<file path="config.mk">
export PLATFORM = sky130hd
export DESIGN_NAME = en_strobe_gen
export DESIGN_NICKNAME = d
export VERILOG_FILES = /design/src/rtl/en_strobe_gen.sv
export SDC_FILE = /design/constraint.sdc
export NUM_CORES = 1
export LEC_CHECK = 0
export CAP_MARGIN = 0
export CORE_MARGIN = 10
export CORE_UTILIZATION = 51
export DETAILED_ROUTE_END_ITERATION = 12
export PLACE_DENSITY = 0.76
export SLEW_MARGIN = 20
export SYNTH_ARGS = -nofsm -noshare
export SYNTH_HDL_FRONTEND = slang
export SYNTH_SLANG_ARGS = --single-unit
</file>
<file path="constraint.sdc">
create_clock -name clk -period 2 [get_ports clk]
set_input_delay 0.4 -clock clk [delete_from_list [all_inputs] [get_ports clk]]
set_output_delay 0.4 -clock clk [all_outputs]
set_load 0.005 [all_outputs]
</file>
<file path="src/rtl/en_strobe_gen.sv">
// en_strobe_gen: programmable clock-enable strobe generator.
// It drives the en input of downstream DFFE banks with one-cycle pulses
// spaced div+1 cycles apart, either continuously (burst=0) or for a counted
// burst. It runs under start/stop control, and all state is in the clk domain.
// Optional build macro: EN_STROBE_AUTORELOAD_EN. When defined, a finished
// burst reloads itself and the generator stays in RUN until stop or reset.
module en_strobe_gen #(
    parameter int DIV_W = 16,
    parameter int CNT_W = 8
) (
    input  logic             clk,
    input  logic             clrn,
    input  logic             start,
    input  logic             stop,
    input  logic [DIV_W-1:0] div,
    input  logic [CNT_W-1:0] burst,
    output logic             en,
    output logic             busy,
    output logic             done
);

    typedef enum logic {
        IDLE = 1'b0,
        RUN  = 1'b1
    } state_t;

    state_t             state_reg, state_next;
    logic [DIV_W-1:0]   pre_reg, pre_next;
    logic [CNT_W-1:0]   rem_reg, rem_next;
    logic [DIV_W-1:0]   div_l_reg, div_l_next;
    logic [CNT_W-1:0]   burst_l_reg, burst_l_next;
    logic               en_reg, en_next;
    logic               busy_reg, busy_next;
    logic               done_reg, done_next;

    // State and output registers; reset clears everything at once, mid-burst included.
    always_ff @(posedge clk or negedge clrn) begin
        if (!clrn) begin
            state_reg   <= IDLE;
            pre_reg     <= '0;
            rem_reg     <= '0;
            div_l_reg   <= '0;
            burst_l_reg <= '0;
            en_reg      <= 1'b0;
            busy_reg    <= 1'b0;
            done_reg    <= 1'b0;
        end else begin
            state_reg   <= state_next;
            pre_reg     <= pre_next;
            rem_reg     <= rem_next;
            div_l_reg   <= div_l_next;
            burst_l_reg <= burst_l_next;
            en_reg      <= en_next;
            busy_reg    <= busy_next;
            done_reg    <= done_next;
        end
    end

    // Next-state logic. en and done default low, so each is a single-cycle pulse.
    always_comb begin
        state_next   = state_reg;
        pre_next     = pre_reg;
        rem_next     = rem_reg;
        div_l_next   = div_l_reg;
        burst_l_next = burst_l_reg;
        en_next      = 1'b0;
        busy_next    = busy_reg;
        done_next    = 1'b0;

        case (state_reg)
            IDLE: begin
                busy_next = 1'b0;
                // A simultaneous stop overrides start.
                if (start && !stop) begin
                    div_l_next   = div;
                    burst_l_next = burst;
                    pre_next     = div;
                    rem_next     = burst;
                    state_next   = RUN;
                    busy_next    = 1'b1;
                end
            end
            RUN: begin
                if (stop) begin
                    // Abort: no final strobe and no done, even on the terminal edge.
                    state_next = IDLE;
                    busy_next  = 1'b0;
                end else if (pre_reg == '0) begin
                    en_next  = 1'b1;
                    pre_next = div_l_reg;
                    if (burst_l_reg != '0) begin
                        rem_next = rem_reg - CNT_W'(1);
                        if (rem_reg == CNT_W'(1)) begin
                            // The terminal strobe and done are coincident.
                            done_next = 1'b1;
`ifdef EN_STROBE_AUTORELOAD_EN
                            rem_next   = burst_l_reg;
`else
                            state_next = IDLE;
                            busy_next  = 1'b0;
`endif
                        end
                    end
                end else begin
                    pre_next = pre_reg - DIV_W'(1);
                end
            end
            default: begin
                state_next = IDLE;
                busy_next  = 1'b0;
            end
        endcase
    end

    assign en   = en_reg;
    assign busy = busy_reg;
    assign done = done_reg;

endmodule

</file>
# Word level (Yosys, flattened, before mapping)
# Index checks and enable logic that the tools add are counted.
# classes
addsub	2
eq_ne	8
n_mux	28
n_bitwise	1
reduce_logical	8
# ops
op	count
16-bit 2-to-1 mux	3
8-bit 2-to-1 mux	4
16-bit case mux with 2 select lines	1
1-bit 2-to-1 mux	17
16-bit zero test	1
8-bit case mux with 2 select lines	1
16-bit by 1-bit subtractor with 16-bit output (second input constant)	1
3-bit by 2-bit != test with 1-bit output (second input constant)	3
8-bit by 1-bit == test with 1-bit output (second input constant)	1
8-bit nonzero test	1
8-bit by 1-bit subtractor with 8-bit output (second input constant)	1
2-bit by 1-bit != test with 1-bit output (second input constant)	2
2-bit != test (second input constant)	2
1-bit case mux with 2 select lines	2
2-bit AND reduction	2
4-bit AND reduction	1
3-bit AND reduction	1
1-bit logical AND	1
1-bit zero test	1
1-bit NOT	1
# word_totals
register_bits	52
input_bits	28
output_inout_bits	3
elab_cells	55

# Depth between registers and ports, before layout
# Gate-level depths: netlist of run 1.
# logic_depth
depth_word	6
depth_mapped	8
ltp_nobuf	7

# Worst setup path before layout of run 1
# No wires, ideal clock.
# synth_path
kind	reg2reg
startpoint	reg pre_reg[0]
endpoint	reg rem_reg[3]
setup_time_ps	69
arrival_time_ps	1949
t_required_ps	1931
setup_slack_ps	-19
path_stages_with_launch	8
path_buffers	0
period_less_slack_ps	2019
path_cell_list	dfrtp_1 -> inv_1 -> ha_1 -> nor4b_1 -> nand4_1 -> nand3b_1 -> or4b_2 -> nand3_1
# synth_via
elab_chain_cells	3
# synth_lines
element	line_no	rtl
start, declared	28	logic [DIV_W-1:0] pre_reg, pre_next;
start signal, assigned	49	pre_reg <= pre_next;
16-bit zero test	88	end else if (pre_reg == '0) begin
2-bit by 1-bit != test with 1-bit output (no line)	-	
4-bit AND reduction (no line)	-	
end signal, assigned	50	rem_reg <= rem_next;
end, declared	29	logic [CNT_W-1:0] rem_reg, rem_next;
# Every way passes these cells.
# A chain may end at the register's enable or synchronous reset.

# Worst setup path in the final report of run 1
# layout_path
startpoint	reg pre_reg[13]
endpoint	reg rem_reg[3]
# Same word-level chain as after synthesis.

==> impl_metrics.ini, run 1 <==
[final_layout]
final_nets = 466
seqCellArea_um2 = 1300
multiInputGateArea_um2 = 1730
drive_gt1_frac = 0.237
fin_util = 0.723
antenna_cells = 0
area_growth_pct = 35.6
n_fill_cell = 413

[sta]
setup_tns_ps = -637
finClkSkew_ps = 11.7
final.setup.worst_slack_ps = -148
fmax_mhz = 466
setup_violations = 8
tightest_slew_ps = 428
hold_viol = 0
relSlewSlack = 0.715
grt_setup_unrepaired = yes
finalMaxSlewViolations = 0
fin_crit_ps = 2150
min_period_over_period = 1.07

[cts]
clkLatencyLatePin_ps = 310
cts_hold_buf = 0
cts_made_buffers = 5
cts.clk_slew.worst_paths_ps = 100
clock_path_buffers = 2
clkSinkCount = 52
htreeDepth = 2
cts_root_buf = clkbuf_8
cts_tree = yes

[routing]
drtIter0Drc = 321
antenna_left = 0
finalWirelength_mm = 9.45
drt-wirelength-per-cell_um = 18.6
num_vias = 3141
vias_per_cell = 6.20
drt_pass1_iterations = 5
drc = 0

[die]
die_w_um = 96.3
fp.coreArea_um2 = 5570
rows = 27
start_util = 0.533
ios = 31
die-area_um2 = 9280
chipHeight_um = 96.3

[synthesis]
synthAdderAreaFrac = 0.0168
synthFlopType = dfrtp_1
synth_cells = 352
synth_top_area_frac = 0.438
synth_xor_area_frac = 0.0147
synthTopCellsByArea = dfrtp_1, nand2_1, o21ai_0
yosysTopAreaCell = dfrtp_1
synth_compound_area_frac = 0.205
synth_top_family_by_area = simple AND/OR/NAND/NOR gates
synth-seq-cells = 52
synthArstFlopShare = 1.00
synth-edff-count = 0
synthSimpleGateAreaFrac = 0.285
yosys_warnings = 0
yosys-mux-area-fraction = 0.00674
syn_area_um2 = 2970
synth.net_count = 384
yosysSeqAreaShare = 0.438
avgSynthCellArea_um2 = 8.44
yosysUniqueCellTypes = 56

[place]
port_buffers = 30
dp_hpwl_mm = 6.39
gp_congestion = 0.917

[worst_setup_path]
regToRegEndpoint = rem_reg[3]
timing.critical_path.buf_inv = 1
critical_path_class = flip-flop to flip-flop
path_max_fanout = 5
crit_chain = buf_4 -> nor4_1 -> nand4_1 -> nand3b_1 -> or4b_4 -> nand3_1
worst-r2r-setup-slack_ps = -150
worst_setup_path_start_kind = flip-flop
required_ps = 2260
endpoint_kind = flip-flop
rr_startpoint = pre_reg[13]
critPathArrivalTime_ps = 2410
cp_top_family = simple AND/OR/NAND/NOR gates
critPathMaxStageDelay_ps = 510
slowest_stage = or4b_4
ff2ff_path_depth = 6

[global_route]
grt.overflow.total = 0
grt_pass1_vias = 3017
antenna_found_initial = 0
grt_usage = 0.204
grt_max_degree = 32
grt_pass1_wl_mm = 15.0

[pwr]
clockPowerShare = 0.173
power.switching_uw = 1400
switching_share = 0.376
p_comb_frac = 0.415
powerDensity_nw_per_um2 = 924
leakagePower_uw = 0.00181
ir_worst_vdd_uv = 661
power_frac_seq = 0.412
internal_power_uw = 2320

[worst_hold_path]
hp-class = input port to asynchronous set/reset pin

[run_status]
status = finished with violations
violations = setup timing

[run]
cap_violations = 0
==> repair_timing <==
item                       4_1_cts  5_1_grt
gates cloned                     0        0
setup endpoints to repair        5       26
gates resized for setup          7       35
setup buffers                    1        8
pin swaps                        2       19
==> cells by family after synthesis <==
logic type / after synthesis
flip-flops: 52
AND/OR/NAND/NOR: 170
XOR/XNOR: 5
AO/OA/AOI/OAI: 92
buffers and inverters: 27
adder cells (fa/ha/maj): 4
multiplexers: 2
==> worst max-delay path by stage <==
stage                      startpoint           to  slack [ps]  cells past startpoint
after floorplan            pre_reg[2]   pre_reg[9]           5                      6
after global placement     pre_reg[1]   rem_reg[3]         -30                      7
after detailed placement   pre_reg[0]  pre_reg[14]         -70                      8
after CTS                  pre_reg[2]   rem_reg[2]         -20                      6
after global routing      pre_reg[13]   pre_reg[7]        -190                      7
final                     pre_reg[13]   rem_reg[3]        -150                      6
==> cell usage after synthesis (all sizes together) (3+ instances only) <==
| library cell | count |
|---|---|
| nor2b | 5 |
| o22ai | 4 |
| o22a | 3 |
| dfrtp | 52 |
| nor3 | 7 |
| nand4 | 4 |
| nand2b | 6 |
| a21oi | 18 |
| a22oi | 10 |
| or3 | 3 |
| o211ai | 6 |
| ha | 4 |
| o21ai | 27 |
| clkbuf | 16 |
| or2 | 3 |
| inv | 9 |
| a221o | 3 |
| nor2 | 15 |
| or4 | 3 |
| nand2 | 92 |
| nand3 | 10 |
| nor4 | 8 |
| and3 | 5 |
| xnor2 | 3 |
==> power by group through the flow <==
stage / combinational (uW) / sequential, uW / clock [uW]
floorplan: 738 / 1510 / 0
global placement: 1250 / 1510 / 0
detailed placement: 1300 / 1520 / 0
CTS: 1350 / 1500 / 650
global route: 1690 / 1560 / 687
finish: 1550 / 1530 / 643
==> per-stage QoR <==
step / area (um^2) / instances / hold slack (ps) / setup slack, ps / total power, uW
after global routing: 4030 / 507 / 42.9 / -187 / 3940
after detailed placement: 3700 / 490 / 361 / -68.5 / 2820
final: 4030 / 507 / 17.2 / -148 / 3720
after global placement: 3700 / 490 / 353 / -25.3 / 2760
after floorplan: 2980 / 352 / 104 / 4.65 / 2240
after CTS: 3830 / 499 / 25.6 / -20.9 / 3500
==> layout make-up <==
| cell class | count | share of cell area |
|---|---|---|
| clock buffer | 7 | 0.0214 |
| clock inverter | 1 | 0.00186 |
| inverter | 10 | 0.00932 |
| multi-input combinational | 273 | 0.430 |
| sequential | 52 | 0.323 |
| tap | 72 | 0.0224 |
| timing repair buffer | 92 | 0.193 |
==> cells in the final DEF, fill, tap and decap left out, types with 3 or more instances in the layout <==
| master | count |
|---|---|
| a21oi_1 | 18 |
| a221o_1 | 3 |
| a22oi_1 | 10 |
| and3_1 | 4 |
| buf_4 | 58 |
| buf_6 | 4 |
| clkbuf_8 | 6 |
| clkdlybuf4s50_1 | 29 |
| dfrtp_1 | 52 |
| ha_1 | 3 |
| inv_1 | 7 |
| nand2_1 | 91 |
| nand2b_1 | 6 |
| nand3_1 | 8 |
| nand4_1 | 4 |
| nor2_1 | 13 |
| nor2b_1 | 5 |
| nor3_4 | 3 |
| nor4_1 | 6 |
| o211ai_1 | 6 |
| o21ai_0 | 21 |
| o21ai_1 | 6 |
| o22a_1 | 3 |
| o22ai_1 | 3 |
| xnor2_1 | 3 |
==> per-layer routing <==
| metal | up-vias | global-route usage | share of wire |
|---|---|---|---|
| li1 | 1425 | - | - |
| met1 | 1516 | 0.270 | 0.41 |
| met2 | 167 | 0.327 | 0.49 |
| met3 | 33 | 0.0319 | 0.076 |
| met4 | 0 | 0.0775 | 0.031 |
| met5 | - | 0 | 0 |
No activity file was read; power rests on OpenSTA's default activity.
==> run 2, diff against run 1 <==
--- a/config.mk
+++ b/config.mk
@@ -6,8 +6,10 @@
 export NUM_CORES = 1
 export LEC_CHECK = 0
 export CAP_MARGIN = 0
+export CORE_ASPECT_RATIO = 0.8
 export CORE_MARGIN = 10
 export CORE_UTILIZATION = 51
+export CTS_CLUSTER_DIAMETER = 30
 export DETAILED_ROUTE_END_ITERATION = 12
 export PLACE_DENSITY = 0.76
 export SLEW_MARGIN = 20
==> run 2 against run 1 <==
Compared with the run above:
- the run still ends with setup timing left
- first-iteration DRC count is 32% lower
- combinational power decreased by 7%
- fmax rose by 5.7%
- largest power group is now sequential cells
- global-route usage is 1.1 points lower
==> impl_metrics.ini, run 2 (synthesized netlist as in run 1, its figures left out) <==
[place]
dp_hpwl_mm = 6.55
port_buffers = 30
place_inst = 494
gp_congestion = 0.931

[final_layout]
fin_util = 0.709
final_common_cell = nand2_1
area_growth_pct = 32.5
final_cell_mix = nand2_1, buf_4, dfrtp_1
drive_gt1_frac = 0.215
fin_cells = 506
antenna_cells = 0
final_nets = 459

[die]
chipHeight_um = 88.3
die-area_um2 = 9300
ios = 31
start_util = 0.535
rows = 24
die_w_um = 105
fp.coreArea_um2 = 5560

[routing]
vias_per_cell = 5.98
num_vias = 3026
drt-wirelength-per-cell_um = 17.7
finalWirelength_mm = 8.96
antenna_left = 0
drt_pass1_iterations = 5
drc = 0
drtIter0Drc = 219

[sta]
relSlewSlack = 0.607
setup_violations = 2
hold_viol = 0
fin_crit_ps = 2030
finalMaxSlewViolations = 0
min_period_over_period = 1.02
setup_tns_ps = -42.7
fmax_mhz = 492
tightest_slew_ps = 590
grt_setup_unrepaired = yes
final.setup.worst_slack_ps = -31.3
finClkSkew_ps = 13.5

[worst_setup_path]
worst_setup_path_start_kind = flip-flop
crit_chain = or3_1 -> nor4_4 -> buf_4 -> nand4_1 -> o311ai_2 -> o211ai_1
required_ps = 2200
slowest_stage = or3_1
critPathArrivalTime_ps = 2230
path_max_fanout = 4
timing.critical_path.buf_inv = 1
critical_path_class = flip-flop to flip-flop
endpoint_kind = flip-flop
critPathMaxStageDelay_ps = 440
cp_top_family = simple AND/OR/NAND/NOR gates

[pwr]
switching_share = 0.363
internal_power_uw = 2370
p_total_uw = 3720
p_comb_frac = 0.388
power_frac_seq = 0.414
powerDensity_nw_per_um2 = 945
power.switching_uw = 1350
clockPowerShare = 0.198
leakagePower_uw = 0.00177
ir_worst_vdd_uv = 416

[global_route]
antenna_found_initial = 0
grt_pass1_wl_mm = 14.8
grt_pass1_vias = 3003
grt_usage = 0.193
grt.overflow.total = 0
grt_max_degree = 33

[cts]
clock_path_buffers = 2
cts_root_buf = clkbuf_8
htreeDepth = 2
cts.clk_slew.worst_paths_ps = 100
clkSinkCount = 52
clkLatencyLatePin_ps = 320
cts_tree = yes
cts_made_buffers = 5

[worst_hold_path]
hp-class = input port to asynchronous set/reset pin

[run_status]
status = finished with violations
violations = setup timing

[run]
cap_violations = 0
==> run 2: worst reg2reg max path, stage by stage (launching register included) <==
cell      delay (ps)
dfrtp_1          430
or3_1            450
nor4_4           250
buf_4            190
nand4_1          170
o311ai_2         310
o211ai_1         120
==> run 2: power groups by stage <==
stage | combinational, uW | clock (uW) | sequential (uW)
finish | 1440 | 737 | 1540
global route | 1590 | 787 | 1570
CTS | 1370 | 757 | 1510
detailed placement | 1330 | 0 | 1530
global placement | 1270 | 0 | 1510
floorplan | 738 | 0 | 1510
==> run 2: timing repair <==
action / in CTS / in global routing
resized for setup: 6 / 22
pin swaps: 8 / 11
endpoints found under the setup margin: 10 / 24
buffers inserted: 2 / 2
hold buffers: 0 / 0
==> run 2: cell type report <==
type	instances	area (um^2)
Timing Repair Buffer	85	712
Multi-Input combinational cell	273	1680
Tap cell	78	97.6
Clock buffer	5	68.8
Inverter	10	37.5
Sequential cell	52	1300
Clock inverter	3	42.5
Fill cell	445	1620
==> run 2: routing by layer <==
| layer | track usage | wire, um | up-vias |
|---|---|---|---|
| met3 | 0.0443 | 548 | 17 |
| met4 | 0.0485 | 96 | 0 |
| met5 | 0 | 0 | - |
| met1 | 0.260 | 4180 | 1462 |
| li1 | - | - | 1408 |
| met2 | 0.307 | 4140 | 139 |
==> run 2: worst paths after layout <==
| path | startpoint | to | slack, ps | cells past startpoint |
|---|---|---|---|---|
| worst max-delay path | pre_reg[13] | rem_reg[6] | -30 | 6 |
| worst min-delay path | clrn | div_l_reg[8] | 70 | 1 |
| worst max register to register | pre_reg[13] | rem_reg[6] | -30 | 6 |
| worst min register to register | div_l_reg[1] | div_l_reg[1] | 480 | 2 |
| max in group asynchronous | clrn | state_reg | 1280 | 2 |
| min in group clk | div_l_reg[1] | div_l_reg[1] | 480 | 2 |
==> run 2: per-stage QoR <==
step	hold WS, ps	setup WS [ps]	cell area (um^2)
6_report	71.1	-31.3	3940
5_1_grt	113	-120	3940
4_1_cts	78.9	-24.0	3840
3_5_place_dp	435	-90.0	3690
3_3_place_gp	431	-13.5	3690
2_1_floorplan	104	4.65	2980
